**src/rtl/mul_pkg.sv**
```systemverilog
`default_nettype none
// ============================================================================
//  Module      : mul_pkg
//  Description : Shared constants and helpers for the radix-8 Booth multiplier.
//  Revision    : 1.0 - initial release
// ============================================================================
package mul_pkg;

    // Sequencer states
    localparam logic [1:0] S_IDLE = 2'd0;
    localparam logic [1:0] S_RUN  = 2'd1;
    localparam logic [1:0] S_DONE = 2'd2;

    // Booth multiple select; sign is carried separately as a neg flag
    localparam logic [2:0] SEL_ZERO = 3'd0;
    localparam logic [2:0] SEL_M1   = 3'd1;
    localparam logic [2:0] SEL_M2   = 3'd2;
    localparam logic [2:0] SEL_M3   = 3'd3;
    localparam logic [2:0] SEL_M4   = 3'd4;

    // Number of radix-8 digits needed to cover width+1 bits
    function automatic int n_iter(input int width);
        return (width + 3) / 3;
    endfunction

endpackage
`default_nettype wire

```
**src/rtl/booth_r8_recoder.sv**
```systemverilog
`default_nettype none
// ============================================================================
//  Module      : booth_r8_recoder
//  Description : Maps {Q[2:0], q_m1} to a radix-8 Booth multiple and sign.
//  Revision    : 1.0 - initial release
// ============================================================================
module booth_r8_recoder
    import mul_pkg::*;
(
    input  logic [3:0] digit_bits,
    output logic [2:0] sel,
    output logic       neg
);

    // d = -4*q2 + 2*q1 + q0 + q_m1; zero is never flagged negative
    always_comb begin
        sel = SEL_ZERO;
        neg = 1'b0;
        case (digit_bits)
            4'b0001, 4'b0010: sel = SEL_M1;
            4'b0011, 4'b0100: sel = SEL_M2;
            4'b0101, 4'b0110: sel = SEL_M3;
            4'b0111:          sel = SEL_M4;
            4'b1000:          begin sel = SEL_M4; neg = 1'b1; end
            4'b1001, 4'b1010: begin sel = SEL_M3; neg = 1'b1; end
            4'b1011, 4'b1100: begin sel = SEL_M2; neg = 1'b1; end
            4'b1101, 4'b1110: begin sel = SEL_M1; neg = 1'b1; end
            default:          begin sel = SEL_ZERO; neg = 1'b0; end
        endcase
    end

endmodule
`default_nettype wire

```
**src/rtl/booth_r8_seq_mul.sv**
```systemverilog
`default_nettype none
// ============================================================================
//  Module      : booth_r8_seq_mul
//  Description : Sequential radix-8 Booth multiplier, one digit per clock,
//                start/busy/done handshake, signed/unsigned, abort.
//  Revision    : 1.0 - initial release
// ============================================================================
module booth_r8_seq_mul
    import mul_pkg::*;
#(
    parameter int WIDTH = 32
) (
    input  logic                 clk,
    input  logic                 rst_b,
    input  logic                 start,
    input  logic                 signed_mode,
    input  logic                 abort,
    input  logic [WIDTH-1:0]     x,
    input  logic [WIDTH-1:0]     y,
    output logic                 busy,
    output logic                 done,
    output logic [2*WIDTH-1:0]   product
);

    localparam int N_ITER = n_iter(WIDTH);
    localparam int QW     = 3 * N_ITER;
    localparam int AW     = WIDTH + 3;
    localparam int PW     = 2 * WIDTH;
    localparam int CW     = $clog2(N_ITER + 1);
    localparam logic [CW-1:0] C_LAST = CW'(N_ITER - 1);
    localparam logic [CW-1:0] C_ONE  = CW'(1);

    logic [1:0]    r_state;
    logic [CW-1:0] r_cnt;
    logic [AW-1:0] r_a;
    logic [QW-1:0] r_q;
    logic          r_qm1;
    logic [AW-1:0] r_m;
    logic [AW-1:0] r_m3;
    logic          r_busy;
    logic          r_done;
    logic [PW-1:0] r_product;

    logic [1:0]    w_state_nxt;
    logic          w_start_ok;
    logic          w_step;
    logic          w_last;
    logic [QW-1:0] w_x_ext;
    logic [AW-1:0] w_y_ext;
    logic [2:0]    w_sel;
    logic          w_neg;
    logic [AW-1:0] w_mult;
    logic [AW-1:0] w_addend;
    logic [AW-1:0] w_sum;
    logic [AW-1:0] w_a_sh;
    logic [QW-1:0] w_q_sh;

    assign w_start_ok = start && ((r_state == S_IDLE) || (r_state == S_DONE));
    assign w_step     = (r_state == S_RUN) && !abort;
    assign w_last     = (r_cnt == C_LAST);

    always_comb begin
        w_state_nxt = r_state;
        case (r_state)
            S_IDLE: if (start) w_state_nxt = S_RUN;
            S_RUN: begin
                if (abort)       w_state_nxt = S_IDLE;
                else if (w_last) w_state_nxt = S_DONE;
            end
            S_DONE:  w_state_nxt = start ? S_RUN : S_IDLE;
            default: w_state_nxt = S_IDLE;
        endcase
    end

    // Operand extension: the extra top bits make unsigned values look positive
    assign w_x_ext = {{(QW-WIDTH){signed_mode & x[WIDTH-1]}}, x};
    assign w_y_ext = {{(AW-WIDTH){signed_mode & y[WIDTH-1]}}, y};

    booth_r8_recoder u_recoder (
        .digit_bits ({r_q[2:0], r_qm1}),
        .sel        (w_sel),
        .neg        (w_neg)
    );

    always_comb begin
        w_mult = '0;
        case (w_sel)
            SEL_M1:  w_mult = r_m;
            SEL_M2:  w_mult = {r_m[AW-2:0], 1'b0};
            SEL_M3:  w_mult = r_m3;
            SEL_M4:  w_mult = {r_m[AW-3:0], 2'b00};
            default: w_mult = '0;
        endcase
    end

    // Subtraction as invert plus carry-in keeps a single adder
    assign w_addend = w_neg ? ~w_mult : w_mult;
    assign w_sum    = r_a + w_addend + {{(AW-1){1'b0}}, w_neg};
    assign w_a_sh   = {{3{w_sum[AW-1]}}, w_sum[AW-1:3]};
    assign w_q_sh   = {w_sum[2:0], r_q[QW-1:3]};

    always_ff @(posedge clk or negedge rst_b) begin
        if (!rst_b) begin
            r_state   <= S_IDLE;
            r_cnt     <= '0;
            r_a       <= '0;
            r_q       <= '0;
            r_qm1     <= 1'b0;
            r_m       <= '0;
            r_m3      <= '0;
            r_busy    <= 1'b0;
            r_done    <= 1'b0;
            r_product <= '0;
        end else begin
            r_state <= w_state_nxt;
            r_busy  <= (w_state_nxt == S_RUN);
            r_done  <= (w_state_nxt == S_DONE);
            if (w_start_ok) begin
                r_cnt <= '0;
                r_a   <= '0;
                r_q   <= w_x_ext;
                r_qm1 <= 1'b0;
                r_m   <= w_y_ext;
                r_m3  <= w_y_ext + {w_y_ext[AW-2:0], 1'b0};
            end else if (w_step) begin
                r_cnt <= r_cnt + C_ONE;
                r_a   <= w_a_sh;
                r_q   <= w_q_sh;
                r_qm1 <= r_q[2];
                if (w_last) r_product <= {w_a_sh[PW-QW-1:0], w_q_sh};
            end
        end
    end

    assign busy    = r_busy;
    assign done    = r_done;
    assign product = r_product;

endmodule
`default_nettype wire

```
**config.mk**
```make
export PLATFORM = sky130hd
export DESIGN_NAME = booth_r8_seq_mul
export DESIGN_NICKNAME = d
export VERILOG_FILES = /design/src/rtl/mul_pkg.sv /design/src/rtl/booth_r8_recoder.sv /design/src/rtl/booth_r8_seq_mul.sv
export SDC_FILE = /design/constraint.sdc
export NUM_CORES = 1
export LEC_CHECK = 0
export ABC_AREA = 1
export BUFFER_PORTS_ARGS = -buffer_cell sky130_fd_sc_hd__buf_2
export CELL_PAD_IN_SITES_DETAIL_PLACEMENT = 1
export CELL_PAD_IN_SITES_GLOBAL_PLACEMENT = 1
export CORE_MARGIN = 2
export CORE_UTILIZATION = 27
export CTS_BUF_LIST = sky130_fd_sc_hd__clkbuf_4 sky130_fd_sc_hd__clkbuf_8
export CTS_CLUSTER_DIAMETER = 200
export DETAILED_ROUTE_END_ITERATION = 8
export PLACE_DENSITY_LB_ADDON = 0.1
export SYNTH_ARGS = -nofsm -noshare
export SYNTH_HDL_FRONTEND = slang
export SYNTH_SLANG_ARGS = --single-unit
```
**constraint.sdc**
```tcl
create_clock -name clk -period 6.4 [get_ports clk]
set_input_delay 1.28 -clock clk [delete_from_list [all_inputs] [get_ports clk]]
set_output_delay 1.28 -clock clk [all_outputs]
set_load 0.005 [all_outputs]
```
# --- Word-level counts from Yosys, hierarchy flattened ---
# Cells that the tools add are included.
totals:
  ff_bits: 209
  input_bits: 69
  out_inout_bits: 66
  elab_cells: 70
classes:
  add_sub_neg: 4
  n_eq_ne: 23
  muxes: 17
  n_bitwise: 4
  reduce_logical: 12
op_table:
  columns: ["cell", "n"]
  rows:
  - ["$pmux 35 s4", 1]
  - ["$mux 35", 3]
  - ["$mux 33", 2]
  - ["$add 33x34->35", 1]
  - ["$add 35x1->35", 1]
  - ["$add 35x35->35", 1]
  - ["$not 35->35", 1]
  - ["$eq 4x4->1 const B", 8]
  - ["$eq 4x3->1 const B", 4]
  - ["$pmux 3 s4", 1]
  - ["$reduce_or 4->1", 3]
  - ["$eq 4x2->1 const B", 2]
  - ["$mux 4", 2]
  - ["$reduce_or 7->1", 1]
  - ["$eq 3x2->1 const B", 2]
  - ["$mux 2", 3]
  - ["$pmux 2 s3", 1]
  - ["$add 4x1->4 const B", 1]
  - ["$eq 2x1->1 const B", 2]
  - ["$eq 2x2->1 const B", 2]
  - ["$eq 4x1->1 const B", 1]
  - ["$mux 1", 4]
  - ["$eq 3x1->1 const B", 1]
  - ["$eq 3x3->1 const B", 1]
  - ["other kinds (9)", 11]

# --- Depth between registers and ports, before layout ---
# Gate-level depths: netlist of run 1.
logic_depth:
  ltp_word: 11
  mapped_depth: 24
  depth_no_buf: 23

# --- Modules after synthesis ---
# Synthesis of run 1 repeated with hierarchy kept, for this count alone.
hier_totals:
  cells_unflattened: 1725
  area_unflattened_um2: 12896.1
modules_own_cells:
  columns: ["module", "instances", "cells_per_inst", "area_each_um2", "seq_area_each_um2"]
  rows:
  - ["booth_r8_seq_mul", 1, 1705, 12807.3, 5104.9]
  - ["booth_r8_recoder", 1, 20, 88.8, 0.0]

# --- Worst setup path after synthesis of run 1 ---
# OpenSTA, ideal clock, no wires.
synth_path:
  path_kind: "flip-flop to flip-flop"
  from: "reg r_qm1"
  to: "reg r_product[63], in the netlist product[63]"
  setup_ps: 118
  t_arrival_ps: 2883
  setup_slack_ps: 3399
  stages_incl_launch_ff: 21
  period_less_slack_ps: 3001
  path_cell_list: "dfrtp_1 nor2_1 a21oi_2 xor2_2 inv_2 nand2_2 inv_2 buf_6 a22oi_1 nand2_1 xor2_1 ha_1 inv_1 o21ai_0 a21oi_1 a21boi_0 o21ai_0 nand2_1 nand4_1 nand3_1 nand2_1"
synth_between:
  elab_chain_len: 9
  word_cells_on_any_way: 30
synth_rtl:
  columns: ["element", "line", "source"]
  rows:
  - ["from (decl)", "booth_r8_seq_mul.sv:37", "logic r_qm1;"]
  - ["from (signal assigned)", "booth_r8_seq_mul.sv:129", "r_qm1 <= r_q[2];"]
  - ["$eq 4x1->1, or another cell as far along", "booth_r8_recoder.sv:19", "case (digit_bits)"]
  - ["$reduce_or 4->1 (no source line) or $reduce_or 2->1 (tied branches)", null, null]
  - ["$pmux 3 s4", "booth_r8_recoder.sv:19", null]
  - ["$eq 3x3->1, or another cell as far along", "booth_r8_seq_mul.sv:87", "case (w_sel)"]
  - ["$pmux 35 s4", "booth_r8_seq_mul.sv:87", null]
  - ["$not 35->35", "booth_r8_seq_mul.sv:97", "assign w_addend = w_neg ? ~w_mult : w_mult;"]
  - ["$mux 35", "booth_r8_seq_mul.sv:97", null]
  - ["$add 35x35->35", "booth_r8_seq_mul.sv:98", "assign w_sum = r_a + w_addend + {{(AW-1){1'b0}}, w_neg};"]
  - ["$add 35x1->35 (*)", "booth_r8_seq_mul.sv:98", null]
  - ["to (signal assigned)", "booth_r8_seq_mul.sv:130", "if (w_last) r_product <= {w_a_sh[PW-QW-1:0], w_q_sh};"]
  - ["to (decl)", "booth_r8_seq_mul.sv:42", "logic [PW-1:0] r_product;"]
# Mark *: on every way between the ends. The rest lies on a longest branch, timed or not.
# A chain may end at the register's enable or synchronous reset.

# --- Worst setup path after layout of run 1 ---
layout_path:
  from: "reg r_qm1"
  to: "reg r_product[55], in the netlist product[55]"
# The elaborated chain is that of the path after synthesis.

==> results of run 1 <==
[registers in the layout, indices dropped and copies added (netlist names)]
| name | count |
|---|---|
| done | 1 |
| busy | 1 |
| r_state | 2 |
| r_m3 | 33 |
| product | 64 |
| r_a | 32 |
| r_m | 33 |
| r_qm1 | 1 |
| r_q | 33 |
| r_cnt | 4 |
[worst max path at each step]
| stage | start | to | slack (ns) | depth (start not counted) |
|---|---|---|---|---|
| CTS | r_qm1$_DFFE_PN0P_ | product[55]$_DFFE_PN0P_ | 1.85 | 18 |
| global route | r_qm1$_DFFE_PN0P_ | r_a[22]$_DFFE_PN0P_ | 1.44 | 18 |
| global placement | r_qm1$_DFFE_PN0P_ | product[55]$_DFFE_PN0P_ | 1.96 | 18 |
| detailed placement | r_qm1$_DFFE_PN0P_ | product[55]$_DFFE_PN0P_ | 1.90 | 18 |
| floorplan | r_qm1$_DFFE_PN0P_ | product[63]$_DFFE_PN0P_ | 3.40 | 20 |
| finish | r_qm1$_DFFE_PN0P_ | product[55]$_DFFE_PN0P_ | 1.76 | 18 |
[final cells by class]
| type | instances | area (um2) | area share [%] |
|---|---|---|---|
| Antenna cell | 1 | 2.50 | 0.0163 |
| Clock buffer | 68 | 842 | 5.49 |
| Clock inverter | 6 | 106 | 0.694 |
| Inverter | 195 | 732 | 4.78 |
| Multi-Input combinational cell | 1319 | 6990 | 45.6 |
| Sequential cell | 204 | 5100 | 33.3 |
| Tap cell | 615 | 769 | 5.02 |
| Timing Repair Buffer | 147 | 778 | 5.08 |
[cells by family (layout without fill, tap and decap cells)]
kind of cell,Yosys count,count (layout),synth area share [%]
and+or+nand+nor,830,830,26.1
other,0,1,0
adders and majority gates,68,68,6.61
AOI/OAI and AO/OA,357,357,16.2
xor gates and xnor gates,64,64,4.34
buffers and inverters,255,416,7.79
DFF,204,204,39.0
[power by group through the flow]
stage	registers, uW	clock network [uW]	logic (uW)
final	1770	1570	3710
after global routing	1810	1680	4220
after CTS	1770	1630	3740
after detailed placement	1790	0	3720
after global placement	1790	0	3690
after floorplan	1710	0	2610
[per-stage QoR]
stage / hold slack [ns] / setup slack, ns
after floorplan: 0.442 / 3.40
after global placement: 0.460 / 1.96
after detailed placement: 0.461 / 1.90
after CTS: 0.475 / 1.85
after global routing: 0.507 / 1.44
final: 0.468 / 1.76
[worst max-delay path, stage by stage (launching register included)]
cell and delay [ns]:
dfrtp_1 0.42, nor2_1 0.22, a21oi_2 0.07, xor2_2 0.16, inv_2 0.08, nor2_4 0.59, a22oi_1 0.20, nand2_1 0.14
xor2_1 0.38, ha_1 0.36, inv_1 0.10, o21ai_0 0.14, a21oi_1 0.36, a21boi_0 0.66, nor2_1 0.11, nor2_1 0.20
nand3_1 0.13, nand3_1 0.12, nand2_1 0.05
[cells in the final DEF, fill, tap and decap left out, drive strengths merged]
| cell | count |
|---|---|
| a21boi | 6 |
| buf | 147 |
| o221ai | 16 |
| clkinv | 5 |
| a22o | 1 |
| nand3 | 99 |
| a31oi | 14 |
| nand2 | 552 |
| a32o | 1 |
| nand3b | 19 |
| bufinv | 2 |
| fa | 2 |
| nor3 | 19 |
| diode | 1 |
| dfrtp | 204 |
| o21ai | 149 |
| o21bai | 12 |
| nor2 | 119 |
| o21a | 4 |
| o22ai | 4 |
| ha | 66 |
| clkbuf | 68 |
| xnor2 | 16 |
| nor4 | 4 |
| nand4 | 17 |
| a22oi | 58 |
| xor2 | 48 |
| o211ai | 5 |
| inv | 194 |
| a21o | 6 |
| or2 | 1 |
| a21oi | 81 |
[routing by layer]
layer,up-vias,track usage (%)
met4,0,4.40
met3,50,2.72
met1,5954,27.6
met2,140,31.1
li1,6140,-
met5,-,0
==> run summary, run 1 <==
layout cells sized above 1 = 12.4%
post-synth net total = 1915
H-tree Lvls = 2
Area Overhead vs Synth = 17.0%
met2 routed WL = 21600 um
CTS root buf = clkbuf_8
cell depth of the worst flop-to-flop path = 18
first-pass GRT wire length = 75900 um
worst vdd ir = 0.151 mV
Rows = 80
port buffer count = 134
Max Cap Viol = 0
hold path depth = 2
CTS buffer count = 42
All-Layer GR Usage = 19.4%
sw frac = 48.1%
Initial Util = 27.4%
M1 wire length = 24200 um
post-synthesis cell area = 13100 um2
sequential share of the synthesized area = 39.0%
worst skew pair latency = 0.63 ns
Seq pwr share = 25.2%
post-CTS setup buffer count = 0
Max Root-Sink Buffers = 3
Core Box Area = 47800 um2
Synth cell types = 41
f_max = 216 MHz
total power = 7050 uW
Post-DP Area = 14400 um2
Final Hold Fails = 0
hold endpoint = product[49]$_DFFE_PN0P_
PostCTS Resize Cnt = 0
ranking of synthesized cells by area = dfrtp_1 39%, nand2_1 16%, ha_1 6.3%, inv_1 5.3%, o21ai_0 5.3%
P_sw = 3400 uW
worst slew pin tran = 0.972 ns
worst hold path class = register to register
crit share post-route = 72.5%
RR Endpoint = product[55]$_DFFE_PN0P_
Die Wd = 224 um
Layout Cells excl Fill = 2555
number of synthesized flops with an enable pin = 0
vias per cell = 4.81
die area = 50300 um2
total vias in the final route = 12300
count leader, synth = nand2_1
RSZ-0062 raised after global routing = false
startpoint types = register
io pins = 135
Pint = 3660 uW
top sig layer = met4
Comb pwr share = 52.6%
Inst Count DP = 2480
Period minus WS final = 4.64 ns
synthesized instance count = 1778
number of global-route vias before repair = 13000
Slew headroom = 35.2%
Clk pin slew, worst setup/hold paths = 0.06 ns
max-slew violations = 0
Crit. End Element = register
commonest cells in the netlist = 547 x nand2_1, 204 x dfrtp_1, 186 x inv_1
Routability Congestion = 0.861
synthesis-stage register bit count = 204
Initial DRC Count = 586
met3 WL post-DR = 1240 um
Syn Area/Cell = 7.37 um2
Core Util, Final = 32.0%
clock sinks = 204
Hold Crit Start = product[49]$_DFFE_PN0P_
grt ovf = 0
post-synth top area share = 39.0%
Final setup viols = 0
r2r setup slk = 1.76 ns
drt pass-1 iters = 5
WL per Instance = 18.7 um
critical path class = register to register
Max FO, Critical Path = 32
R2R Path Start = r_qm1$_DFFE_PN0P_
initial antenna violation count = 1
Post-CTS Hold Fix Bufs = 0
HPWL after DPL = 36600 um
die height = 224 um
Req. time, crit path = 6.90 ns
TNS Setup = 0 ns
CP arrival = 5.13 ns
Clock Skew = 0.0517 ns
final instance area = 15300 um2
CTS tree = yes
pin count of the biggest net entering global routing = 81
asr flop ratio synth = 100%
YS warnings = 0
status = finished, final reports clean
Clock power frac = 22.3%
Fill cells = 5973
Pleak = 0.00788 uW
power per cell area = 460 nW/um2
Primary FF master, synth = dfrtp_1
fin nets = 2046
Routed Antenna Nets = 0
DRC Markers = 0
Detailed Route WL = 47800 um
cell taking the most area after synthesis = dfrtp_1
Power figures use the tool's default switching activity.
==> run 2: changes to the inputs <==
ABC_AREA = 0   (was 1)
clock period = 4.8 ns   (was 6.4 ns; I/O delays follow)
==> run summary, run 2 <==
H-tree Lvls = 2 (unchanged)
crit share post-route = 90.3% (+18 points)
CTS root buf = clkbuf_8
commonest cells in the netlist = 433 x nand2_1, 204 x dfrtp_1, 130 x o21ai_0
Worst path slowest cell = fa_1
vias per cell = 4.87 (+1.2%)
total power = 9010 uW (+28%)
port buffer count = 134 (unchanged)
Final setup viols = 0 (unchanged)
Max FO, Critical Path = 32 (unchanged)
CP Cell Sequence = buf_4 > nand2b_1 > o22ai_2 > buf_4 > a222oi_1 > xor2_1 > fa_1 > a211oi_1 > o21ai_2 > a21oi_1 > o21bai_1 > a21o_1 > a21o_1 > a21oi_1 > xor2_1 > o21ai_0
Clock Skew = 0.0431 ns (-0.00863 ns)
Area Overhead vs Synth = 18.5%
startpoint types = register
final instance area = 14200 um2 (-7.1%)
sw frac = 44.8% (-3.3 points)
Core Util, Final = 32.3% (+0.25 points)
crit-path max cell delay = 0.50 ns (-0.16 ns)
Final Hold Fails = 0 (unchanged)
DRC Markers = 0 (unchanged)
layout cells sized above 1 = 16.3% (+3.9 points)
grt ovf = 0 (unchanged)
All-Layer GR Usage = 17.3% (-2.1 points)
Min Hold Slack = 0.464 ns (-0.00330 ns)
Synth cell types = 64 (+56%)
Clock power frac = 21.5% (-0.8 points)
worst path bufs/invs = 2 (unchanged)
post-synthesis cell area = 12000 um2 (-8.2%)
WL per Instance = 18.4 um (-1.5%)
status = finished, final reports clean
Core Box Area = 44100 um2 (-7.8%)
number of synthesized flops with an enable pin = 0 (unchanged)
Fill cells = 5241 (-12%)
Routed Antenna Nets = 0 (unchanged)
pin count of the biggest net entering global routing = 102 (+26%)
post-CTS setup buffer count = 0 (unchanged)
die area = 46200 um2 (-8.1%)
CTS buffer count = 41 (-2.4%)
cell taking the most area after synthesis = dfrtp_1
worst slew pin tran = 1.01 ns (+0.0355 ns)
synthesis-stage register bit count = 204 (unchanged)
first-pass GRT wire length = 63500 um (-16%)
Detailed Route WL = 39700 um (-17%)
fin nets = 1669 (-18%)
Syn Area/Cell = 8.52 um2 (+16%)
Post-DP Area = 13400 um2 (-7.1%)
sequential share of the synthesized area = 42.5% (+3.5 points)
RSZ-0062 raised after global routing = false
CP startpoint = r_q[0]$_DFFE_PN0P_
Pint = 4980 uW (+36%)
worst vdd ir = 0.200 mV (+32%)
Sequential Area = 5100 um2 (unchanged)
Post-CTS Hold Fix Bufs = 0 (unchanged)
synthesized instance count = 1411 (-21%)
HPWL after DPL = 28900 um (-21%)
max-slew violations = 0 (unchanged)
worst skew pair latency = 0.62 ns (about the same)
Comb pwr share = 52.3% (-0.3 points)
Max Root-Sink Buffers = 3 (unchanged)
power per cell area = 633 nW/um2 (+38%)
Clk pin slew, worst setup/hold paths = 0.06 ns (about the same)
total vias in the final route = 10500 (-15%)
number of global-route vias before repair = 11000 (-16%)
Pleak = 0.00696 uW (-12%)
CTS tree = yes
post-synth net total = 1548 (-19%)
initial antenna violation count = 0 (-1)
max reg flops = 64 (unchanged)
Initial Util = 27.2% (-0.13 points)
Max Cap Viol = 0 (unchanged)
io pins = 135 (unchanged)
count leader, synth = nand2_1
Initial DRC Count = 641 (+9.4%)
asr flop ratio synth = 100% (unchanged)
CP arrival = 4.76 ns (-0.37 ns)
Seq pwr share = 26.2% (+1.0 points)
R2R Path Start = r_q[0]$_DFFE_PN0P_
Rows = 77 (-3.8%)
critical path class = register to register
CP delay by family, top = compound AO/OA/AOI/OAI gates
Crit. End Element = register
worst hold path class = input pin to async pin
drt pass-1 iters = 8 (+3)
Routability Congestion = 0.763 (-11%)
area of the multi-input gates = 6590 um2 (-5.7%)
Die Wd = 215 um (-4.1%)
die height = 215 um (-4.1%)
post-synth top area share = 42.5% (+3.5 points)
clock sinks = 204 (unchanged)
Slew headroom = 32.8% (-2.4 points)
most common cell after layout, fill and taps aside = nand2_1
Period minus WS final = 4.33 ns (-0.307 ns)
diode count = 0 (-1)
YS warnings = 0 (unchanged)
P_sw = 4040 uW (+19%)
commonest cells after routing, fill and taps aside = 430 x nand2_1, 204 x dfrtp_1, 133 x buf_2, 130 x o21ai_0, 66 x ha_1
ranking of synthesized cells by area = dfrtp_1 42%, nand2_1 14%, ha_1 6.9%, o21ai_0 5.4%, xnor2_1 4.3%
Req. time, crit path = 5.23 ns (-1.67 ns)
TNS Setup = 0 ns (unchanged)
Primary FF master, synth = dfrtp_1
f_max = 231 MHz (+7.1%)
==> run 2: cell types whose count changed after synthesis, sizes merged, moves of 16 or more <==
cell / change
xnor2: +43
a21o: +21
nand3: -52
nor2: -70
nand2: -119
nand3b: -18
a22oi: -40
inv: -174
clkbuf: +20
o221ai: -16
a222oi: +31
a21oi: -23
==> run 2: through the flow <==
step           setup WS (ns)  std cells
6_report               0.468       2153
5_1_grt               0.0252       2153
4_1_cts                0.117       2153
3_5_place_dp           0.144       2081
3_3_place_gp           0.330       2081
2_1_floorplan          0.949       1411
==> run 2: repair_timing <==
action,4_1_cts,5_1_grt
resized for setup,0,2
hold endpoints to repair,0,0
setup endpoints to repair,0,10
==> run 2: cells by family after synthesis <==
group | count (synthesis) | share of synthesized area (%)
compound gates | 367 | 20.5
xor+xnor | 92 | 6.70
fa+ha+maj | 68 | 7.20
buf+inv | 95 | 3.17
flops | 204 | 42.5
mux | 1 | 0.0833
simple gates | 584 | 19.9
==> run 2: layout make-up <==
type	count	area share, %
Clock buffer	64	5.57
Clock inverter	8	0.606
Inverter	18	0.474
Multi-Input combinational cell	1112	46.3
Sequential cell	204	35.8
Tap cell	592	5.20
Timing Repair Buffer	155	6.05
==> run 2: worst paths after layout <==
check                                                to  slack [ns]  cells after the start
worst max-delay path            product[52]$_DFFE_PN0P_        0.47                     16
worst min-delay path                r_q[14]$_DFFE_PN0P_        0.46                      1
worst max register to register  product[52]$_DFFE_PN0P_        0.47                     16
worst min register to register  product[23]$_DFFE_PN0P_        0.47                      2
max in group asynchronous          r_cnt[3]$_DFFE_PN0P_        3.41                      2
min in group clk                product[23]$_DFFE_PN0P_        0.47                      2
==> run 2: metal layers <==
layer / track usage [%] / vias to the layer above / share of wire (%) / wire (um)
met5: 0 / - / 0 / 0
met4: 3.68 / 0 / 1.5 / 607
met3: 2.93 / 42 / 2.9 / 1150
met2: 27.1 / 140 / 45 / 17800
met1: 24.9 / 5115 / 51 / 20200
li1: - / 5178 / - / -
==> run 2: worst reg2reg max path: cells and delay by family, from the launching register on <==
| family | cells | cell delay (ns) |
|---|---|---|
| AND/OR/NAND/NOR | 1 | 0.13 |
| adder cells (fa/ha/maj) | 1 | 0.50 |
| AO/OA/AOI/OAI | 10 | 2.29 |
| buffers and inverters | 2 | 0.44 |
| XOR/XNOR | 2 | 0.43 |
| flip-flops | 1 | 0.39 |
==> run 2: power groups by stage <==
stage	clock network, uW	logic, uW	registers, uW
after floorplan	0	3470	2260
after global placement	0	4740	2390
after detailed placement	0	4780	2390
after CTS	2030	4800	2360
after global routing	2110	5300	2410
final	1940	4710	2360
==> run 3: changes to the inputs <==
MAX_ROUTING_LAYER = met4   (was unset)
==> run summary, run 3 (same netlist as run 2, synthesis figures left out) <==
status = finished, final reports clean
most common cell after layout, fill and taps aside = nand2_1
Max Cap Viol = 0 (unchanged)
RR Endpoint = product[53]$_DFFE_PN0P_
Area Overhead vs Synth = 18.5% (unchanged)
Initial Util = 27.2% (unchanged)
Core Box Area = 44100 um2 (unchanged)
Post-DP Area = 13400 um2 (unchanged)
crit share post-route = 90.2% (about the same)
Detailed Route WL = 39700 um (about the same)
Min Hold Slack = 0.463 ns (-0.00161 ns)
Slew headroom = 32.4% (-0.42 points)
f_max = 231 MHz (about the same)
total vias in the final route = 10500 (-0.086%)
Routed Antenna Nets = 0 (unchanged)
startpoint types = register
HPWL after DPL = 28900 um (unchanged)
cell depth of the worst flop-to-flop path = 16 (unchanged)
power per cell area = 633 nW/um2 (about the same)
die height = 215 um (unchanged)
io pins = 135 (unchanged)
pin count of the biggest net entering global routing = 102 (unchanged)
P_sw = 4050 uW (+0.21%)
max reg flops = 64 (unchanged)
Rows = 77 (unchanged)
H-tree Lvls = 2 (unchanged)
Final Hold Fails = 0 (unchanged)
worst slew pin tran = 1.01 ns (+0.00631 ns)
initial antenna violation count = 0 (unchanged)
Max FO, Critical Path = 10 (-69%)
Post-CTS Hold Fix Bufs = 0 (unchanged)
Final setup viols = 0 (unchanged)
vias per cell = 4.86 (about the same)
port buffer count = 134 (unchanged)
clock sinks = 204 (unchanged)
commonest cells after routing, fill and taps aside = 430 x nand2_1, 204 x dfrtp_1, 133 x buf_2, 130 x o21ai_0, 66 x ha_1
worst vdd ir = 0.201 mV (+0.66%)
worst hold path class = input pin to async pin
grt ovf = 0 (unchanged)
Initial DRC Count = 632 (-1.4%)
number of global-route vias before repair = 10900 (-0.13%)
CP arrival = 4.75 ns (about the same)
first-pass GRT wire length = 63600 um (about the same)
CTS tree = yes
Period minus WS final = 4.33 ns (-0.000352 ns)
post-CTS setup buffer count = 0 (unchanged)
CTS buffer count = 41 (unchanged)
Routability Congestion = 0.773 (+1.3%)
Pleak = 0.00696 uW (unchanged)
Clock power frac = 21.5% (about the same)
RSZ-0062 raised after global routing = false
max-slew violations = 0 (unchanged)
drt pass-1 iters = 5 (-3)
Pint = 4980 uW (about the same)
PostCTS Resize Cnt = 0 (unchanged)
Die Wd = 215 um (unchanged)
Crit. End Element = register
r2r setup slk = 0.47 ns (about the same)
sw frac = 44.9% (+0.051 points)
Req. time, crit path = 5.22 ns (about the same)
critical path class = register to register
Seq pwr share = 26.2% (about the same)
worst skew pair latency = 0.62 ns (about the same)
total power = 9020 uW (about the same)
CP startpoint = r_q[2]$_DFFE_PN0P_
Clock Skew = 0.0417 ns (-0.00137 ns)
layout cells sized above 1 = 16.3% (unchanged)
diode count = 0 (unchanged)
TNS Setup = 0 ns (unchanged)
Comb pwr share = 52.3% (about the same)
Clk pin slew, worst setup/hold paths = 0.06 ns (about the same)
CTS root buf = clkbuf_8
R2R Path Start = r_q[2]$_DFFE_PN0P_
final instance area = 14200 um2 (unchanged)
DRC Markers = 0 (unchanged)
All-Layer GR Usage = 17.8% (+0.51 points)
fin nets = 1669 (unchanged)
end of the critical path = product[53]$_DFFE_PN0P_
WL per Instance = 18.4 um (about the same)
die area = 46200 um2 (unchanged)
Max Root-Sink Buffers = 3 (unchanged)
==> run 3: cell counts in the layout (fill, tap and decap cells not counted) <==
No cell type changed its count.
==> run 3: worst max-delay path: stages (launching register included) <==
cell and delay [ns]:
dfrtp_1 0.39, xnor2_1 0.29, nor2b_2 0.47, a22oi_1 0.16, o21ai_0 0.19, a31oi_1 0.08
o22ai_1 0.15, o21a_1 0.21, ha_1 0.30, a21oi_1 0.22, o211ai_1 0.15, a221oi_1 0.54
nand2_1 0.20, a21oi_1 0.26, o21bai_1 0.11, xnor2_1 0.33, o21ai_0 0.13
==> run 3: stage by stage <==
step | setup WS, ns | utilization [%] | instances
after floorplan | 0.949 | - | 1411
after global placement | 0.330 | 30.3 | 2081
after detailed placement | 0.144 | 30.3 | 2081
after CTS | 0.117 | 32.3 | 2153
after global routing | 0.0252 | 32.3 | 2153
final | 0.468 | 32.3 | 2153
==> run 3: worst min-delay path by stage <==
stage | start | cells past startpoint | end
global placement | product[23]$_DFFE_PN0P_ | 2 | product[23]$_DFFE_PN0P_
finish | rst_b | 1 | product[14]$_DFFE_PN0P_
CTS | rst_b | 1 | product[12]$_DFFE_PN0P_
global route | product[22]$_DFFE_PN0P_ | 2 | product[22]$_DFFE_PN0P_
detailed placement | product[8]$_DFFE_PN0P_ | 2 | product[8]$_DFFE_PN0P_
floorplan | r_m3[21]$_DFFE_PN0P_ | 2 | r_m3[21]$_DFFE_PN0P_
==> run 3: metal layers <==
| layer | up-vias | track usage, % | part of all wire [%] |
|---|---|---|---|
| li1 | 5175 | - | - |
| met1 | 5093 | 24.9 | 51 |
| met2 | 154 | 27.1 | 45 |
| met3 | 44 | 2.92 | 3.1 |
| met4 | 0 | 3.68 | 1.5 |
| met5 | - | - | 0 |
==> run 3: area by class of cell <==
type,count,area [um2]
Clock inverter,8,86.3
Timing Repair Buffer,155,862
Fill cell,5241,29900
Multi-Input combinational cell,1112,6590
Sequential cell,204,5100
Inverter,18,67.6
Clock buffer,64,793
Tap cell,592,741
==> run 3: power groups by stage <==
stage                     Clock, uW  Sequential, uW  Combinational [uW]
after floorplan                   0            2260                3470
after global placement            0            2390                4740
after detailed placement          0            2390                4780
after CTS                      2030            2360                4800
after global routing           2110            2410                5300
final                          1940            2360                4720
